## config.mk

```make
export PLATFORM = sky130hd
export DESIGN_NAME = seg7_scan_mux_flat
export DESIGN_NICKNAME = d
export VERILOG_FILES = /design/src/rtl/seg7_scan_mux_if.sv /design/src/rtl/seg7_scan_mux.sv /design/src/flat_wrapper.sv
export SDC_FILE = /design/constraint.sdc
export NUM_CORES = 1
export LEC_CHECK = 0
export CAP_MARGIN = 5
export CORE_UTILIZATION = 39
export DETAILED_ROUTE_END_ITERATION = 6
export HOLD_SLACK_MARGIN = 0.1
export PLACE_DENSITY = 0.65
export SLEW_MARGIN = 20
export SYNTH_ARGS = -nofsm -noshare
export SYNTH_HDL_FRONTEND = slang
export SYNTH_SLANG_ARGS = --single-unit
```

## constraint.sdc

```tcl
create_clock -name clk_i -period 4.1 [get_ports clk_i]
set_input_delay 0.41 -clock clk_i [delete_from_list [all_inputs] [get_ports clk_i]]
set_output_delay 0.41 -clock clk_i [all_outputs]
set_load 0.02 [all_outputs]
```

## src/rtl/seg7_scan_mux_if.sv

```systemverilog
// Display-side bundle for seg7_scan_mux: datapath nibbles and controls in,
// multiplexed anode/segment drive out.
interface seg7_scan_mux_if #(
    parameter int unsigned NUM_DIGITS = 3,
    parameter int unsigned IDX_W      = 2
);
    logic                    mode;
    logic [IDX_W-1:0]        sw;
    logic                    hold;
    logic [4*NUM_DIGITS-1:0] cnt_in;
    logic [NUM_DIGITS-1:0]   dp_in;
    logic [NUM_DIGITS-1:0]   blank;
    logic [3:0]              cnt;
    logic [NUM_DIGITS-1:0]   an;
    logic [6:0]              seg;
    logic                    dp;
    logic                    tick;

    modport master (
        output mode, sw, hold, cnt_in, dp_in, blank,
        input  cnt, an, seg, dp, tick
    );

    modport slave (
        input  mode, sw, hold, cnt_in, dp_in, blank,
        output cnt, an, seg, dp, tick
    );
endinterface

```

## src/rtl/seg7_scan_mux.sv

```systemverilog
// Time-multiplexed N-digit 7-segment driver: auto scan or manual select, with
// per-digit blanking and decimal point, all outputs registered and active-low.
module seg7_scan_mux #(
    parameter int unsigned NUM_DIGITS = 3,
    parameter int unsigned DIV        = 50000,
    parameter int unsigned IDX_W      = 2
) (
    input logic            clk_i,
    input logic            rst_i,
    seg7_scan_mux_if.slave bus_io
);
    localparam int unsigned PreW = (DIV > 1) ? $clog2(DIV) : 1;

    logic [PreW-1:0]       presc_q, presc_d;
    logic [IDX_W-1:0]      idx_q, idx_d;
    logic                  tick;

    logic [3:0]            cnt_q, cnt_d;
    logic [NUM_DIGITS-1:0] an_q, an_d;
    logic [6:0]            seg_q, seg_d;
    logic                  dp_q, dp_d;

    logic [3:0]            nib;
    logic                  sel_dp, sel_blank, idx_valid;

    function automatic logic [6:0] hex7(input logic [3:0] n);
        logic [6:0] s;
        case (n)
            4'h0: s = 7'h3F;
            4'h1: s = 7'h06;
            4'h2: s = 7'h5B;
            4'h3: s = 7'h4F;
            4'h4: s = 7'h66;
            4'h5: s = 7'h6D;
            4'h6: s = 7'h7D;
            4'h7: s = 7'h07;
            4'h8: s = 7'h7F;
            4'h9: s = 7'h6F;
            4'hA: s = 7'h77;
            4'hB: s = 7'h7C;
            4'hC: s = 7'h39;
            4'hD: s = 7'h5E;
            4'hE: s = 7'h79;
            default: s = 7'h71;
        endcase
        return s;
    endfunction

    always_comb begin
        tick    = !bus_io.hold && (presc_q == PreW'(DIV - 1));
        presc_d = presc_q;
        idx_d   = idx_q;
        if (!bus_io.hold) begin
            presc_d = tick ? '0 : presc_q + PreW'(1);
            if (bus_io.mode) begin
                idx_d = bus_io.sw;
            end else if (tick) begin
                // An out-of-range index left over from manual mode also wraps to 0.
                idx_d = (32'(idx_q) >= NUM_DIGITS - 1) ? '0 : idx_q + IDX_W'(1);
            end
        end
    end

    always_comb begin
        nib       = 4'h0;
        sel_dp    = 1'b0;
        sel_blank = 1'b0;
        idx_valid = 1'b0;
        an_d      = '1;
        for (int i = 0; i < NUM_DIGITS; i++) begin
            if (idx_q == IDX_W'(i)) begin
                nib       = bus_io.cnt_in[4*i +: 4];
                sel_dp    = bus_io.dp_in[i];
                sel_blank = bus_io.blank[i];
                idx_valid = 1'b1;
                an_d[i]   = 1'b0;
            end
        end
        cnt_d = nib;
        seg_d = ~hex7(nib);
        dp_d  = ~sel_dp;
        if (sel_blank || !idx_valid) begin
            an_d  = '1;
            seg_d = 7'h7F;
            dp_d  = 1'b1;
        end
    end

    always_ff @(posedge clk_i) begin
        if (rst_i) begin
            presc_q <= '0;
            idx_q   <= '0;
            cnt_q   <= 4'h0;
            an_q    <= '1;
            seg_q   <= 7'h7F;
            dp_q    <= 1'b1;
        end else begin
            presc_q <= presc_d;
            idx_q   <= idx_d;
            cnt_q   <= cnt_d;
            an_q    <= an_d;
            seg_q   <= seg_d;
            dp_q    <= dp_d;
        end
    end

    assign bus_io.cnt  = cnt_q;
    assign bus_io.an   = an_q;
    assign bus_io.seg  = seg_q;
    assign bus_io.dp   = dp_q;
    assign bus_io.tick = tick;
endmodule

```

## src/flat_wrapper.sv

```systemverilog
// flat-port wrapper written by rule: the top's interface ports become plain ports
module seg7_scan_mux_flat 
#(
    parameter int unsigned NUM_DIGITS = 3,
    parameter int unsigned DIV        = 50000,
    parameter int unsigned IDX_W      = 2
)
  (clk_i, rst_i, bus_io_mode, bus_io_sw, bus_io_hold, bus_io_cnt_in, bus_io_dp_in, bus_io_blank, bus_io_cnt, bus_io_an, bus_io_seg, bus_io_dp, bus_io_tick);
  seg7_scan_mux_if #(.NUM_DIGITS(NUM_DIGITS), .IDX_W(IDX_W)) bus_io_i ();
  input logic clk_i;
  input logic rst_i;
  input wire logic [$bits(bus_io_i.mode)-1:0] bus_io_mode;
  input wire logic [$bits(bus_io_i.sw)-1:0] bus_io_sw;
  input wire logic [$bits(bus_io_i.hold)-1:0] bus_io_hold;
  input wire logic [$bits(bus_io_i.cnt_in)-1:0] bus_io_cnt_in;
  input wire logic [$bits(bus_io_i.dp_in)-1:0] bus_io_dp_in;
  input wire logic [$bits(bus_io_i.blank)-1:0] bus_io_blank;
  output wire logic [$bits(bus_io_i.cnt)-1:0] bus_io_cnt;
  output wire logic [$bits(bus_io_i.an)-1:0] bus_io_an;
  output wire logic [$bits(bus_io_i.seg)-1:0] bus_io_seg;
  output wire logic [$bits(bus_io_i.dp)-1:0] bus_io_dp;
  output wire logic [$bits(bus_io_i.tick)-1:0] bus_io_tick;
  assign bus_io_i.mode = bus_io_mode;
  assign bus_io_i.sw = bus_io_sw;
  assign bus_io_i.hold = bus_io_hold;
  assign bus_io_i.cnt_in = bus_io_cnt_in;
  assign bus_io_i.dp_in = bus_io_dp_in;
  assign bus_io_i.blank = bus_io_blank;
  assign bus_io_cnt = bus_io_i.cnt;
  assign bus_io_an = bus_io_i.an;
  assign bus_io_seg = bus_io_i.seg;
  assign bus_io_dp = bus_io_i.dp;
  assign bus_io_tick = bus_io_i.tick;
  seg7_scan_mux #(.NUM_DIGITS(NUM_DIGITS), .DIV(DIV), .IDX_W(IDX_W)) u_core (.clk_i(clk_i), .rst_i(rst_i), .bus_io(bus_io_i));
endmodule
```

== Word-level counts from Yosys, hierarchy flattened ==
Memory sizes are Yosys's and may differ from the RTL's.
Index checks and enable logic that the tools add are counted.
Operators by class
  add/sub/neg operators: 2
  $mul: 0
  divide/modulo/power cells: 0
  $lt $le $gt $ge: 1
  eq/ne operators: 3
  shifts and indexed selects: 0
  multiplexer cells: 19
  bitwise operators: 3
  reductions and logical operators: 8
Operators by type and width (count)
  $add 16x1->16 const B: 1
  $eq 16x16->1 const B: 1
  $mux 16: 1
  $mux 1: 12
  $mux 4: 3
  $not 7->7: 1
  $mux 2: 3
  $add 2x1->2 const B: 1
  $eq 2x1->1 const B: 1
  $eq 2x2->1 const B: 1
  $ge 2x2->1 const B: 1
  $logic_not 1->1: 2
  $logic_not 2->1: 1
  $not 1->1: 2
  $reduce_and 2->1: 1
  $reduce_bool 2->1: 1
  $reduce_or 2->1: 1
  $logic_and 1x1->1: 1
  $logic_or 1x1->1: 1
Storage, ports and cells
  register bits after elaboration: 33
  bits in latches: 0
  memory bits (writable): 0
  ROM bits: 112
  input bits: 24
  output and inout port bits: 16
  logic and storage cells: 43
  memories kept: 1
Memories
  (no name shown): words 16, bits a word 7, read ports 1, clocked after Yosys merged registers in 0, wr ports 0, line seg7_scan_mux.sv:28  | case (n)

== Logic depth before layout (Yosys ltp) ==
Gate-level depths: netlist of the first run.
  word-level depth: 7
  mapped depth: 9
  gate-level depth less buffers: 8

== Worst setup path before layout of the first run ==
OpenSTA, ideal clock, no wires.
  path kind: register to output
  start: register u_core.presc_q[0]
  end: output port bus_io_tick
  data arrival time: 1.795 ns
  required time: 3.690 ns
  setup slack: 1.895 ns
  cell stages (with the launch flop): 7
  path buffers: 1
  cell sequence: dfxtp_1 -> ha_1 -> and3b_1 -> and3_4 -> buf_6 -> nand3_1 -> nor4bb_1
On the way
  cells in the longest elaborated chain, start to end: 2
RTL lines
  start: declaration: line seg7_scan_mux.sv:14  | logic [PreW-1:0] presc_q, presc_d;
  start signal: assignment: line seg7_scan_mux.sv:98  | presc_q <= presc_d;
  $eq 16x16->1: line seg7_scan_mux.sv:50  | tick = !bus_io.hold && (presc_q == PreW'(DIV - 1));
  $logic_and 1x1->1: line seg7_scan_mux.sv:50
  end: declaration: line flat_wrapper.sv:22  | output wire logic [$bits(bus_io_i.tick)-1:0] bus_io_tick;
Every way passes these cells.

== Worst setup path in the final report of the first run ==
  start: input port bus_io_hold
  end: output port bus_io_tick
On the way
  cells in the longest elaborated chain, start to end: 2
RTL lines
  start: declaration: line flat_wrapper.sv:14  | input wire logic [$bits(bus_io_i.hold)-1:0] bus_io_hold;
  $logic_not 1->1
  $logic_and 1x1->1: line seg7_scan_mux.sv:50
Every way passes these cells.

==> metrics.md, run 1 <==
| Metric | Value |
|---|---|
| Status | complete, no violations |
| I/O pin count | 40 |
| Clock share of power | 35.5% |
| CTS Buf Count | 5 |
| Avg Vias per Cell | 5.033 |
| Leading area contributor after synthesis | dfxtp_1 |
| Switching Share | 25.88% |
| Drt pass-1 iters | 4 |
| H-tree depth | 2 |
| CTS Hold Bufs | 0 |
| R2R Path End | u_core.bus_io.seg[3] |
| Cell Area, Synth | 0.001649 mm^2 |
| First-pass GRT wire length | 5.685 mm |
| Worst Tran Pin Value | 0.8290 ns |
| Worst Path Buf+Inv | 2 |
| # diodes | 0 |
| Switching pwr | 0.0001946 W |
| Most numerous cell in the Yosys netlist | dfxtp_1 |
| HP Class | reg2reg |
| Critical path capture point | bus_io_tick |
| Worst slew margin | 44.52% |
| RSZ-0062 raised after global routing | no |
| R2R cell count | 6 |
| Comb power frac | 18.7% |
| Net count, final | 249 |
| Site row count | 23 |
| Layout cell share with drive strength beyond 1 | 8.219% |
| Worst path max stage delay | 0.64 ns |
| Initial Utilization | 40.93% |
| Critical Path Start Type | primary input |
| Total track usage | 17.11% |
| R2R Setup Slk | 1.60 ns |
| WS Path Type | in2out |
| Via count | 1,354 |
| Ys async rst share | 0% |
| Post-layout util | 53.39% |
| Number of setup violations in the final report | 0 |
| Routed Antenna Nets | 0 |
| Max-cap violation count | 0 |
| Worst EP required | 3.69 ns |
| Die Y | 67.03 um |
| Final hold vios | 0 |
| DP Area | 0.002049 mm^2 |
| GRT overflow | 0 |
| Power Density | 349.5 mW/mm^2 |
| CP dominant cell by count | clkdlybuf4s50_1 |
| CTS tree | done |
| Period Utilization, post-route | 70.01% |
| DRC viols | 0 |
| Crit path launch | bus_io_hold |
| Drt total wl | 3.216 mm |
| Synth cell count leaders | 33 x dfxtp_1, 28 x nor2_1, 16 x nand2_1, 11 x xor2_1 |
| Initial antenna violation count | 0 |
| Clock transition at path regs | 0.06 ns |
| Number of cells on the critical path | 6 |
| Crit path arrival time | 2.46 ns |
| Ys flop type | dfxtp_1 |
| Yosys Warn Count | 0 |
| Setup TNS | 0 ns |
| DIE AREA | 0.004492 mm^2 |
| Slew Limit Fails | 0 |
| Worst setup EP type | output port |
| Post-CTS setup buffer count | 0 |
| Syn-to-layout area delta | 30.42% |
| Peak supply drop | 0.1729 mV |
| Die width | 67.03 um |
| Flop pwr share | 45.9% |
| FMAX | 0.3484 GHz |
| Number of synthesized flops with an enable pin | 0 |
| Fin crit period | 2.870 ns |
| Post-detail-place hpwl | 2.419 mm |
| Vias in the first global route | 1,225 |
| Yosys top cell area share | 40.06% |
| Core Footprint | 0.004029 mm^2 |
| Clock buffer depth | 2 |
| Cell Int Power | 0.0005571 W |
| CTS sink cnt | 33 |
| Slowest cell on the critical path | clkdlybuf4s50_1 |
| Largest net degree at the start of global routing | 16 |
| Reg2reg start | u_core.idx_q[1] |
| LEAKAGE | 0.8090 nW |
| Post-placement setup slack | 1.213 ns |
| Sequential share of the synthesized area | 40.06% |
| Port bufs | 39 |
| Synth Net Count | 210 |
| DRT iter0 DRCs | 76 |
| Syn Area/Cell | 9.213 um^2 |
| Post-cts resize count | 0 |
| Cells after Synth | 179 |
| Delay-heaviest family, CP | buffers and inverters |
| Synth Register Bits | 33 |
| Worst Setup Slack, final | 1.230 ns |
| Worst skew pair latency | 0.29 ns |
| Post-synthesis cell type count | 46 |
| Clk root buf | clkbuf_8 |
| CP max FO | 7 |
| CP Cell Sequence | clkdlybuf4s50_1 -> and3b_1 -> and3_4 -> nand3_1 -> nor4bb_1 -> clkdlybuf4s50_1 |
| Routed WL per cell | 11.96 um |
| Final GP Congestion | 0.8555 |
| Synth top area cells | dfxtp_1 40%, nor2_1 6.4%, xor2_1 5.8% |
| Setup Skew | 0.007557 ns |
| Final Instance Area | 0.002151 mm^2 |
-- worst min-delay path, stage by stage (launching register included) --
cell and delay, ns:
dfxtp_1 0.32, nand2_1 0.06, a21oi_1 0.05
-- flip-flops by register name, indices dropped and copies added (netlist names) --
name               count
u_core.idx_q           2
u_core.presc_q        16
u_core.bus_io.an       3
u_core.bus_io.seg      7
u_core.bus_io.cnt      4
u_core.bus_io.dp       1
-- layout by cell type (no fill, tap or decap), types with 2 or more instances in the layout --
cell type        Yosys  routed
clkdlybuf4s50_1      0      39
dfxtp_1             33      33
nor2_1              28      28
nand2_1             16      16
xor2_1              11      11
mux2i_1              8       8
nand3_1              8       8
ha_1                 7       7
clkbuf_8             0       7
a21oi_1              5       5
inv_1                5       5
nor3_1               5       5
a211oi_1             3       3
nand4_1              3       3
xnor2_1              3       3
o21ai_0              3       3
nor2b_1              2       2
nor4b_1              2       2
or3_1                2       2
a221o_1              2       2
o31ai_1              2       2
-- metal layers --
| metal | vias up | GRT usage [%] | share of wire (%) |
|---|---|---|---|
| li1 | 701 | - | - |
| met1 | 605 | 21.59 | 48 |
| met2 | 43 | 25.87 | 44 |
| met3 | 5 | 6.164 | 5.6 |
| met4 | 0 | 7.181 | 1.7 |
| met5 | - | 0 | 0 |
-- metrics by stage --
stage	hold slack (ns)	instances	total power, W
2_1_floorplan	0.4515	179	0.0004331
3_3_place_gp	0.4814	261	0.0004922
3_5_place_dp	0.4800	261	0.0004929
4_1_cts	0.4891	269	0.0007603
5_1_grt	0.5212	269	0.0007878
6_report	0.4871	269	0.0007517
-- cell type report --
class / count / area [um^2]
flip-flops and latches: 33 / 660.6
inverters: 5 / 18.77
repair buffers: 39 / 390.4
clock buffers: 7 / 96.34
well taps: 50 / 62.56
fillers: 393 / 1878
multi-input cells: 134 / 917.1
clock inverters: 1 / 5.005
-- how the worst min path moves through the flow --
stage                     slack (ns)         startpoint           endpoint  cells past startpoint
after CTS                       0.49  u_core.presc_q[1]  u_core.presc_q[1]                      2
after detailed placement        0.48  u_core.presc_q[1]  u_core.presc_q[1]                      2
final                           0.49  u_core.presc_q[1]  u_core.presc_q[1]                      2
after global routing            0.52  u_core.presc_q[1]  u_core.presc_q[1]                      2
after floorplan                 0.45  u_core.presc_q[1]  u_core.presc_q[1]                      2
after global placement          0.48  u_core.presc_q[1]  u_core.presc_q[1]                      2
-- logic make-up after synthesis --
logic type / after synthesis / share of synthesized area, %
DFF: 33 / 40.06
AOI/OAI and AO/OA: 27 / 13.43
buffers and inverters: 12 / 4.324
xor gates and xnor gates: 14 / 7.436
muxes: 9 / 5.539
and+or+nand+nor: 77 / 23.90
adders and majority gates: 7 / 5.311
-- power by group through the flow --
stage	combinational [W]	sequential (W)	clock [W]
floorplan	0.0000685	0.000365	0
global placement	0.000140	0.000352	0
detailed placement	0.000141	0.000352	0
CTS	0.000141	0.000345	0.000274
global route	0.000156	0.000347	0.000285
finish	0.000140	0.000345	0.000267
No activity file was read; power rests on OpenSTA's default activity.
==> run 2: changes to the inputs <==
- PLACE_DENSITY: 0.65 -> 0.68
- clock period: 4.1 -> 2.45 ns (I/O delays scaled with it)
==> run 2 against run 1 <==
Compared with the run above: clock skew fell by 0.0028 ns; total power rose by 78%; hold slack got worse by 0.0096 ns; wire length fell by 1.8%; clock power rose by 93%; critical path depth rose by 1; via count rose by 2.5%; critical path type is now reg2reg; largest power group unchanged.
==> metrics.md, run 2 (synthesized netlist as in run 1, its figures left out) <==
| Metric | Value |
|---|---|
| Filler cell count | 393 |
| Peak supply drop | 0.2586 mV |
| Most flop-heavy register | u_core.presc_q |
| Clk root buf | clkbuf_8 |
| Max FFs per register | 16 |
| WS Path Type | reg2reg |
| Core Footprint | 0.004029 mm^2 |
| CTS tree | done |
| CP max FO | 8 |
| RSZ-0062 raised after global routing | no |
| Die width | 67.03 um |
| Total track usage | 16.70% |
| Drt total wl | 3.157 mm |
| Fin crit period | 2.132 ns |
| Initial antenna violation count | 0 |
| Worst path max stage delay | 0.54 ns |
| Net count, final | 259 |
| CTS sink cnt | 33 |
| Worst EP required | 2.61 ns |
| Post-CTS setup buffer count | 0 |
| Power Density | 597.0 mW/mm^2 |
| Worst setup EP type | register |
| Commonest cells after routing, fill and taps aside | 38 x clkdlybuf4s50_1, 33 x dfxtp_1, 28 x nor2_1 |
| Clock buffer depth | 2 |
| Status | complete, no violations |
| Max-cap violation count | 0 |
| CTS Buf Count | 5 |
| HP Class | reg2reg |
| Slowest cell on the critical path | dfxtp_1 |
| # diodes | 0 |
| I/O pin count | 40 |
| Worst skew pair latency | 0.28 ns |
| Reg area | 660.6 um^2 |
| Period Utilization, post-route | 87.01% |
| DIE AREA | 0.004492 mm^2 |
| Finished Layout Cells | 279 |
| Post-layout util | 55.59% |
| CTS Hold Bufs | 0 |
| Hold slack final | 0.4775 ns |
| Final GP Congestion | 0.7981 |
| Critical Path Start Type | register |
| Worst Tran Pin Value | 0.5642 ns |
| Vias in the first global route | 1,310 |
| Site row count | 23 |
| First-pass GRT wire length | 5.685 mm |
| GRT overflow | 0 |
| FMAX | 0.4691 GHz |
| Routed Antenna Nets | 0 |
| Clock transition at path regs | 0.06 ns |
| Layout cell share with drive strength beyond 1 | 11.79% |
| Placed insts | 271 |
| Setup Skew | 0.004785 ns |
| DRT iter0 DRCs | 54 |
| Setup TNS | 0 ns |
| Slew Limit Fails | 0 |
| Syn-to-layout area delta | 35.81% |
| Avg Vias per Cell | 4.975 |
| Post-detail-place hpwl | 2.394 mm |
| Via count | 1,388 |
| Drt pass-1 iters | 5 |
| Multi-input gate area | 917.1 um^2 |
| LEAKAGE | 0.8694 nW |
| Number of setup violations in the final report | 0 |
| Crit path arrival time | 2.30 ns |
| Final hold vios | 0 |
| Largest net degree at the start of global routing | 15 |
| Commonest non-fill, non-tap cell in the layout | clkdlybuf4s50_1 |
| Delay-heaviest family, CP | compound AO/OA/AOI/OAI gates |
| H-tree depth | 2 |
| Worst Path Buf+Inv | 1 |
| CP Cell Sequence | nor2b_1 -> a21oi_2 -> inv_1 -> ha_1 -> nand2_1 -> o21ai_1 -> a221o_1 |
| Initial Utilization | 40.93% |
| Worst slew margin | 62.31% |
| Post-cts resize count | 1 |
| Die Y | 67.03 um |
| DRC viols | 0 |
| Routed WL per cell | 11.32 um |
| Port bufs | 39 |
-- run 2: power by group --
| group | internal, W | total [W] | leakage [nW] | switching, W |
|---|---|---|---|---|
| logic | 0.000127 | 0.000249 | 0.541 | 0.000122 |
| clock network | 0.000331 | 0.000515 | 0.0585 | 0.000183 |
| registers | 0.000562 | 0.000574 | 0.270 | 0.0000112 |
| total | 0.00102 | 0.00134 | 0.869 | 0.000317 |
-- run 2: through the flow --
| step | total power [W] | area, um^2 | setup WS [ns] |
|---|---|---|---|
| after floorplan | 0.0007248 | 1649 | 0.4096 |
| after global placement | 0.0008359 | 2125 | 0.1132 |
| after detailed placement | 0.0008359 | 2125 | 0.1181 |
| after CTS | 0.001355 | 2240 | 0.2974 |
| after global routing | 0.001401 | 2240 | 0.1171 |
| final | 0.001337 | 2240 | 0.3182 |
-- run 2: worst paths after layout --
kind | from | to | cells past startpoint | slack (ns)
max reg2reg | u_core.idx_q[0] | u_core.bus_io.seg[5] | 7 | 0.32
min | u_core.presc_q[1] | u_core.presc_q[1] | 2 | 0.48
max | u_core.idx_q[0] | u_core.bus_io.seg[5] | 7 | 0.32
min reg2reg | u_core.presc_q[1] | u_core.presc_q[1] | 2 | 0.48
-- run 2: area by class of cell --
class / instances / share of cell area (%)
Clock inverter: 1 / 1.341
Tap cell: 50 / 2.793
Sequential cell: 33 / 29.50
Timing Repair Buffer: 49 / 20.73
Multi-Input combinational cell: 134 / 40.95
Clock buffer: 7 / 3.855
Inverter: 5 / 0.8380
-- run 2: layer usage --
layer | GRT usage [%] | share of wire [%]
met4 | 6.383 | 1.6
met2 | 27.13 | 46
met1 | 20.59 | 48
met5 | 0 | 0
met3 | 4.623 | 3.9
-- run 2: tightest hold or removal path, delay by kind of cell (launching register included) --
family             cells  cell delay (ns)
AOI/OAI and AO/OA      1             0.05
DFF                    1             0.32
and+or+nand+nor        1             0.07
